[src/rtl/delay_pipe_rr_sched.sv]
// Round-robin front end for a shared fixed-latency delay pipe.
// Tracks requester IDs alongside the pipe and steers results back.
module delay_pipe_rr_sched #(
  parameter int R       = 4,
  parameter int N       = 5,
  parameter int W       = 32,
  parameter int MAX_OUT = 4
) (
  input  logic         clk,
  input  logic         rst,
  input  logic [R-1:0]   req_vld,
  input  logic [R*W-1:0] req_dat,
  output logic [R-1:0]   req_rdy,
  output logic [W-1:0]   pipe_in,
  output logic           pipe_in_vld,
  input  logic [W-1:0]   pipe_out,
  input  logic           pipe_out_vld,
  output logic [R-1:0]   rsp_vld,
  output logic [W-1:0]   rsp_dat,
  output logic           busy,
  output logic           err_r
);

  localparam int PW = $clog2(R);
  localparam int CW = $clog2(MAX_OUT + 1);
  localparam logic [CW-1:0] MAXC = CW'(MAX_OUT);
  localparam logic [PW-1:0] LAST = PW'(R - 1);

  logic [PW-1:0] ptr_r;
  logic [PW-1:0] g;
  logic          any_g;
  logic [R-1:0]  elig;
  logic [CW-1:0] cnt_r [R];
  logic [PW-1:0] id_r [N];
  logic [N-1:0]  tv_r;

  always_comb begin
    for (int r = 0; r < R; r++) begin
      elig[r] = req_vld[r] && (cnt_r[r] < MAXC);
    end
  end

  // Scan from farthest to nearest so the slot closest to ptr_r wins.
  always_comb begin
    int idx;
    g     = '0;
    any_g = 1'b0;
    for (int k = R - 1; k >= 0; k--) begin
      idx = int'(ptr_r) + k;
      if (idx >= R) idx = idx - R;
      if (elig[idx]) begin
        g     = PW'(idx);
        any_g = 1'b1;
      end
    end
  end

  assign req_rdy     = any_g ? (R'(1) << g) : '0;
  assign pipe_in     = req_dat[int'(g)*W +: W];
  assign pipe_in_vld = any_g;

  always_ff @(posedge clk) begin
    if (rst) begin
      ptr_r <= '0;
    end else if (any_g) begin
      ptr_r <= (g == LAST) ? '0 : g + 1'b1;
    end
  end

  always_ff @(posedge clk) begin
    if (rst) begin
      tv_r <= '0;
    end else begin
      tv_r[0] <= any_g;
      for (int i = 1; i < N; i++) begin
        tv_r[i] <= tv_r[i-1];
      end
    end
  end

  always_ff @(posedge clk) begin
    id_r[0] <= g;
    for (int i = 1; i < N; i++) begin
      id_r[i] <= id_r[i-1];
    end
  end

  always_comb begin
    for (int r = 0; r < R; r++) begin
      rsp_vld[r] = pipe_out_vld && tv_r[N-1] &&
                   (id_r[N-1] == PW'(r));
    end
  end

  assign rsp_dat = pipe_out;

  // Simultaneous grant and return leave the count unchanged.
  for (genvar r = 0; r < R; r++) begin : g_cnt
    always_ff @(posedge clk) begin
      if (rst) begin
        cnt_r[r] <= '0;
      end else if (req_rdy[r] && !rsp_vld[r]) begin
        cnt_r[r] <= cnt_r[r] + 1'b1;
      end else if (!req_rdy[r] && rsp_vld[r]) begin
        cnt_r[r] <= cnt_r[r] - 1'b1;
      end
    end
  end

  always_comb begin
    busy = 1'b0;
    for (int r = 0; r < R; r++) begin
      busy = busy | (cnt_r[r] != '0);
    end
  end

  always_ff @(posedge clk) begin
    if (rst) begin
      err_r <= 1'b0;
    end else if (pipe_out_vld != tv_r[N-1]) begin
      err_r <= 1'b1;
    end
  end

endmodule
[config.mk]
export PLATFORM = sky130hd
export DESIGN_NAME = delay_pipe_rr_sched
export DESIGN_NICKNAME = d
export VERILOG_FILES = /design/src/rtl/delay_pipe_rr_sched.sv
export SDC_FILE = /design/constraint.sdc
export NUM_CORES = 1
export LEC_CHECK = 0
export CAP_MARGIN = 15
export CORE_AREA = 2 2 93 95
export DETAILED_ROUTE_END_ITERATION = 8
export DIE_AREA = 0 0 95 97
export DONT_BUFFER_PORTS = 1
export PLACE_DENSITY = 0.53
export SKIP_CTS_REPAIR_TIMING = 1
export SYNTH_ARGS = -nofsm -noshare
export SYNTH_HDL_FRONTEND = slang
export SYNTH_SLANG_ARGS = --single-unit
[constraint.sdc]
create_clock -name clk -period 2.96 [get_ports clk]
set_clock_uncertainty 0.1 [all_clocks]
set_input_delay 0.296 -clock clk [delete_from_list [all_inputs] [get_ports clk]]
set_output_delay 0.296 -clock clk [all_outputs]
set_load 0.02 [all_outputs]
**Word-level counts from Yosys, hierarchy flattened**

Memory sizes are Yosys's and may differ from the RTL's.
Cells that the tools add are included.

- Register bits: 8
- Bits in writable memories: 22
- Logic and storage cells: 145
- Memories: 2

- $add $sub $neg: 16
- Order comparisons: 12
- Eq/ne operators: 5
- Shift operators: 2
- Muxes and demuxes: 64
- Bitwise logic cells: 11
- Reduce and logical (&&, ||, !) cells: 30

Memory list:

| memory | words | width | read ports | clocked after Yosys merged registers in | wr ports | RTL line | RTL |
|---|---|---|---|---|---|---|---|
| cnt_r | 4 | 3 | 4 | 0 | 4 | 33 | `logic [CW-1:0] cnt_r [R];` |
| id_r | 5 | 2 | 5 | 0 | 5 | 34 | `logic [PW-1:0] id_r [N];` |

Operator list:

| operator | count |
|---|---|
| $lt 32x4->1 const B | 4 |
| $mux 32 | 4 |
| $shiftx 128x8->32 | 1 |
| $mux 1 | 42 |
| $mux 3 | 8 |
| $logic_and 1x1->1 | 17 |
| $add 3x1->3 const B | 4 |
| $lt 3x3->1 const B | 4 |
| $reduce_bool 3->1 | 4 |
| $sub 3x1->3 const B | 4 |
| $sub 3x3->4 const B | 3 |
| $or 1x1->1 | 11 |
| $mux 2 | 5 |
| $ge 3x3->1 const B | 3 |
| $bmux 1 s2 | 4 |
| $logic_not 1->1 | 8 |
| $add 2x2->3 const B | 2 |
| $eq 2x2->1 const B | 3 |
| $mux 4 | 1 |
| $shl 1x2->4 const A | 1 |
| $sub 2x3->4 const B | 1 |
| $add 2x1->3 const B | 1 |
| $ge 2x3->1 const B | 1 |
| $add 2x1->2 const B | 1 |
| 3 further kinds | 3 |

**Depth between registers and ports, before layout**

Gate-level depths: netlist of run 1.

- Depth in word-level cells: 19
- Gate-level depth with buffers: 12

**Worst setup path after synthesis of run 1**

Ideal clock, no wire load.

- Kind: register -> register
- Start: mem cnt_r[0][2] (netlist bit)
- End: mem cnt_r[2][2] (netlist bit) (data pin)
- Library setup time: 0.266 ns
- Arrival: 2.700 ns
- Required time: 2.594 ns
- Path slack: -0.106 ns
- Cell stages (with the launch flop): 13
- Path buffers: 2
- Period minus slack after synthesis: 3.066 ns
- Cell sequence: edfxtp_1 -> nand3b_1 -> a311o_1 -> and2_4 -> buf_2 -> buf_2 -> ha_1 -> a21oi_1 -> nand2b_1 -> fa_1 -> xnor2_1 -> mux2i_1 -> nor2_1

RTL lines:

| item | RTL line |
|---|---|
| start: declaration | 33 |

==> results of run 1 <==
==> power groups by stage <==
stage / Combinational, uW / Clock (uW) / Sequential [uW]
after global routing: 2560 / 338 / 688
after detailed placement: 2320 / 0 / 674
after global placement: 2310 / 0 / 668
after floorplan: 1710 / 0 / 649
after CTS: 2340 / 318 / 665
final: 2340 / 307 / 665
==> per-layer routing <==
layer  up-vias  global-route usage  part of all wire
li1       1227                   -                 -
met1      1156               0.219              0.39
met2       120               0.255              0.45
met3        25              0.0942              0.14
met4         0              0.0557             0.021
met5         -                   0                 0
==> registers in the layout, indices dropped and copies added (netlist names) <==
name,count
cnt_r,12
id_r,10
tv_r,5
ptr_r,2
err_r,1
==> cells by family after synthesis <==
logic type,count (synthesis),synth area share
XOR/XNOR,4,0.0128
adder cells (fa/ha/maj),15,0.0712
buffers and inverters,73,0.162
AO/OA/AOI/OAI,83,0.214
multiplexers,2,0.00730
flip-flops,30,0.263
AND/OR/NAND/NOR,157,0.270
==> critical path, cell delays in order, from the launching register on <==
cell,delay [ps]
edfxtp_1,450
nand3b_1,200
a311o_1,350
and2_4,180
clkinv_2,180
buf_12,240
nand2_1,80
a32oi_1,270
buf_4,190
==> worst max-delay path by stage <==
| stage | startpoint | endpoint | slack [ps] |
|---|---|---|---|
| after floorplan | cnt_r[0][2] | cnt_r[2][2] | 40 |
| after global placement | cnt_r[3][2] | cnt_r[2][2] | 210 |
| after detailed placement | cnt_r[3][2] | cnt_r[2][2] | 170 |
| after CTS | cnt_r[0][2] | req_rdy[0] | 70 |
| after global routing | cnt_r[0][2] | pipe_in[7] | 30 |
| final | cnt_r[0][2] | pipe_in[7] | 110 |
==> Yosys cell counts (all sizes together), types with 2 or more instances <==
cell type | n | area [um^2]
a311oi | 4 | 35.0
nand3 | 4 | 20.0
dfxtp | 18 | 360
nand3b | 2 | 15.0
a211oi | 3 | 22.5
nor2 | 10 | 37.5
or3 | 6 | 37.5
inv | 18 | 67.6
nand2b | 8 | 67.6
nor3 | 7 | 35.0
mux2i | 2 | 20.0
buf | 51 | 362
nor3b | 2 | 15.0
o21bai | 2 | 15.0
a32oi | 32 | 280
edfxtp | 12 | 360
a21oi | 38 | 190
nor2b | 8 | 50.1
ha | 14 | 175
nand2 | 101 | 382
and3 | 2 | 12.5
xnor2 | 4 | 35.0
nand4 | 2 | 27.5
clkbuf | 4 | 15.0
==> per-stage QoR <==
step | setup WS [ps] | hold slack [ps]
2_1_floorplan | 37.3 | 210
3_3_place_gp | 208 | 211
3_5_place_dp | 170 | 212
4_1_cts | 73.9 | -32.6
5_1_grt | 27.0 | 83.6
6_report | 111 | 100
==> layout make-up <==
type                       instances  area, um^2  share of cell area
inverter                          18        68.8              0.0234
multi-input combinational        261        1610               0.546
clock buffer                       6        72.6              0.0246
sequential                        30         721               0.245
clock inverter                     2        10.0             0.00340
timing repair buffer              42         334               0.113
tap                              105         131              0.0446
==> impl_metrics.csv, run 1 <==
group,metric,value,unit
floorplan,start_util,0.337,
detailed_routing,drt_wl_total,8530,um
detailed_routing,drtPass1Iterations,4,
floorplan,die_w,95,um
min_path,worstHoldPathCells,1,
worst_setup_path,r2r-start,"cnt_r[0][2]",
layout,nNetsFinal,540,
layout,syn2layout_area_growth,7.39,%
floorplan,dieArea,9220,um^2
power,ir_drop,541,uV
yosys,ys_warn_count,0,
grt,grt_overflow,0,
timing,drv_slew,0,
detailed_routing,drcViolationCount,0,
timing,slew-limit-headroom,0.745,
placed_design,place_inst,455,
placed_design,dp_hpwl,6930,um
yosys,yosys_most_used_dff,"dfxtp_1",
timing,finalHoldViolations,0,
timing,setup_viol,0,
clock_network,insertion_delay,280,ps
placed_design,place_area,2840,um^2
min_path,hp-class,"in -> reg",
layout,stdcell_count,464,
grt,grt_max_degree,52,
yosys,synth_cell_type_count,41,
yosys,ys_seq_area_frac,0.263,
min_path,holdPathEnd,"cnt_r[2][2]",
power,seq_power_share,0.201,
clock_network,numCtsBuffers,5,
timing,tns,0,ps
clock_network,cts_tree,"built",
detailed_routing,drt_iter0_markers,86,
worst_setup_path,rrSetupSlack,180,ps
power,pwr-share-comb,0.707,
worst_setup_path,crit_required,2560,ps
yosys,avgSynthCellArea,7.53,um^2
clock_network,clkTransAtPathRegs,60,ps
placed_design,place_congestion,0.874,
power,p_clk_frac,0.093,
timing,fin_crit,2850,ps
detailed_routing,postRouteAntennaNets,0,
floorplan,fp-row-count,33,
power,finalPower,3320,uW
layout,fin_util,0.362,
yosys,syn_area,2740,um^2
clock_network,cts_buffer_depth,2,
placed_design,io_buffers,0,
power,p_switching,1650,uW
yosys,synthArstFlopShare,0,
worst_setup_path,worstReg2RegEnd,"cnt_r[2][2]",
detailed_routing,vias_per_cell,5.45,
clock_network,root_buffer,"clkbuf_8",
power,switching_share,0.497,
layout,num-fill-cells,842,
clock_network,cts_max_level,2,
worst_setup_path,crit_fanout,51,
grt,track_usage,0.175,
layout,final_common_cell,"nand2_1",
grt,grt_pass1_wl,12500,um
grt,grt_pass1_vias,2286,
floorplan,core,8130,um^2
timing,max_freq,351,MHz
power,p_leak,0.00125,uW
yosys,synth_edf_count,12,
yosys,synthCells,364,
worst_setup_path,critPathKind,"reg -> out",
power,power.internal,1670,uW
flow_run,max-cap-violations,0,
min_path,min_from,"rst",
clock_network,cts_sinks,30,
timing,worst_pin_slew,382,ps
floorplan,die_h,97,um
yosys,syn_nets,546,
worst_setup_path,crit_arrival,2450,ps
worst_setup_path,startpoint_type,"flip-flop",
layout,n_antenna_cell,0,
power,powerDensity,1130,nW/um^2
yosys,ys_seq_elements,30,
layout,final_cell_area,2950,um^2
worst_setup_path,reg2regPathDepth,10,
floorplan,io_pins,242,
timing,rsz0062_at_grt,"false",
timing,min_period_over_period,0.963,
detailed_routing,vias,2528,
grt,antenna_found_initial,0,
detailed_routing,wire_per_inst,18.4,um
worst_setup_path,endpoint_kind,"primary output",
layout,final_cell_mix,"nand2_1, buf_4, a21oi_1, a32oi_1, dfxtp_1",
layout,drive_above_1_share,0.184,
status,status,"finished, final reports clean",
Power figures use the tool's default switching activity.
==> run 2, diff against run 1 <==
CAP_MARGIN = 40   (was 15)
MAX_ROUTING_LAYER = met4   (was unset)
==> run 2 against run 1 <==
Hold slack gained 0.52 ps. Die area is the same. Via count shrank 0.12%. Critical endpoint unchanged. Largest power group unchanged. Highest routed layer unchanged.
==> impl_metrics.csv, run 2 (same netlist as run 1, synthesis figures left out) <==
group,metric,value,unit
layout,num-fill-cells,842,
timing,min_period_over_period,0.963,
detailed_routing,drt_wl_total,8520,um
min_path,worstHoldPathCells,1,
power,power.internal,1670,uW
layout,largestRegisters,"cnt_r x12, id_r x10, tv_r x5",
worst_setup_path,crit_arrival,2450,ps
clock_network,cts_buffer_depth,2,
timing,tns,0,ps
power,powerDensity,1120,nW/um^2
min_path,holdPathEnd,"cnt_r[2][2]",
layout,stdcell_count,464,
power,seq_power_share,0.201,
layout,n_antenna_cell,0,
layout,syn2layout_area_growth,7.39,%
detailed_routing,postRouteAntennaNets,0,
clock_network,root_buffer,"clkbuf_8",
timing,timing.hold.ws,101,ps
detailed_routing,drt_iter0_markers,91,
placed_design,io_buffers,0,
layout,final_cell_mix,"nand2_1, buf_4, a21oi_1, a32oi_1, dfxtp_1",
power,p_switching,1650,uW
placed_design,place_congestion,0.888,
floorplan,die_h,97,um
power,p_clk_frac,0.093,
detailed_routing,drtPass1Iterations,4,
detailed_routing,wire_per_inst,18.4,um
floorplan,core,8130,um^2
timing,worst_pin_slew,384,ps
layout,nNetsFinal,540,
clock_network,clkTransAtPathRegs,60,ps
min_path,min_from,"rst",
worst_setup_path,crit_path_start,"cnt_r[0][2]",
grt,track_usage,0.179,
grt,grt_max_degree,52,
timing,setup_viol,0,
power,p_leak,0.00125,uW
clock_network,cts_max_level,2,
timing,slew-limit-headroom,0.744,
layout,final_common_cell,"nand2_1",
timing,drv_slew,0,
placed_design,place_area,2840,um^2
floorplan,start_util,0.337,
floorplan,fp-row-count,33,
grt,grt_pass1_vias,2287,
status,status,"finished, final reports clean",
layout,multi_input_area,1610,um^2
timing,rsz0062_at_grt,"false",
worst_setup_path,reg2regPathDepth,10,
timing,max_freq,351,MHz
clock_network,cts_tree,"built",
clock_network,insertion_delay,280,ps
worst_setup_path,crit_fanout,51,
timing,fin_crit,2850,ps
layout,top_register,"cnt_r",
worst_setup_path,rrSetupSlack,180,ps
floorplan,io_pins,242,
grt,antenna_found_initial,0,
layout,drive_above_1_share,0.184,
layout,final_cell_area,2950,um^2
grt,grt_pass1_wl,12500,um
detailed_routing,drcViolationCount,0,
grt,grt_overflow,0,
min_path,hp-class,"in -> reg",
timing,layout_setup_ws,110,ps
placed_design,dp_hpwl,6930,um
worst_setup_path,crit_required,2560,ps
worst_setup_path,critPathKind,"reg -> out",
flow_run,max-cap-violations,0,
timing,finalHoldViolations,0,
placed_design,place_inst,455,
worst_setup_path,worstReg2RegEnd,"cnt_r[2][2]",
detailed_routing,vias_per_cell,5.44,
worst_setup_path,startpoint_type,"flip-flop",
power,ir_drop,540,uV
floorplan,die_w,95,um
worst_setup_path,r2r-start,"cnt_r[0][2]",
detailed_routing,vias,2525,
clock_network,cts_sinks,30,
floorplan,dieArea,9220,um^2
placed_design,place_worst_setup_slack,170,ps
clock_network,numCtsBuffers,5,
layout,final-seq-area,721,um^2
worst_setup_path,endpoint_kind,"primary output",
power,pwr-share-comb,0.707,
power,switching_share,0.497,
layout,largest_reg_flops,12,
[run 2: cell counts in the layout (fill, tap and decap cells not counted)]
No cell type changed its count.
[run 2: through the flow]
stage,power (uW),utilization
global placement,2980,0.349
global route,3580,0.362
floorplan,2360,-
CTS,3320,0.359
finish,3310,0.362
detailed placement,3000,0.349
[run 2: area by class of cell]
type | instances | area share
inverters | 18 | 0.0234
multi-input cells | 261 | 0.546
repair buffers | 42 | 0.113
flip-flops and latches | 30 | 0.245
clock buffers | 6 | 0.0246
well taps | 105 | 0.0446
clock inverters | 2 | 0.00340
[run 2: power groups by stage]
stage	Sequential (uW)	Combinational, uW	Clock [uW]
2_1_floorplan	649	1710	0
3_3_place_gp	668	2310	0
3_5_place_dp	674	2320	0
4_1_cts	665	2340	318
5_1_grt	688	2560	338
6_report	665	2340	306
[run 2: worst max-delay path by stage]
stage                        endpoint  slack (ps)  cells past startpoint
after global placement    cnt_r[2][2]         210                     10
after detailed placement  cnt_r[2][2]         170                     10
after global routing       pipe_in[7]          30                      8
final                      pipe_in[7]         110                      8
after floorplan           cnt_r[2][2]          40                     12
after CTS                  req_rdy[0]          70                      8
[run 2: layer usage]
layer | vias to the layer above | share of wire | global-route usage | wire length (um)
li1 | 1227 | - | - | -
met2 | 114 | 0.45 | 0.255 | 3840
met3 | 25 | 0.14 | 0.0927 | 1200
met4 | 0 | 0.022 | 0.0557 | 190
met5 | - | 0 | - | 0
met1 | 1159 | 0.39 | 0.220 | 3290
[run 2: critical path, cell delays in order (launching register included)]
cell and delay [ps]:
edfxtp_1 450, nand3b_1 200, a311o_1 350, and2_4 180, clkinv_2 180, buf_12 240, nand2_1 80, a32oi_1 270
buf_4 190
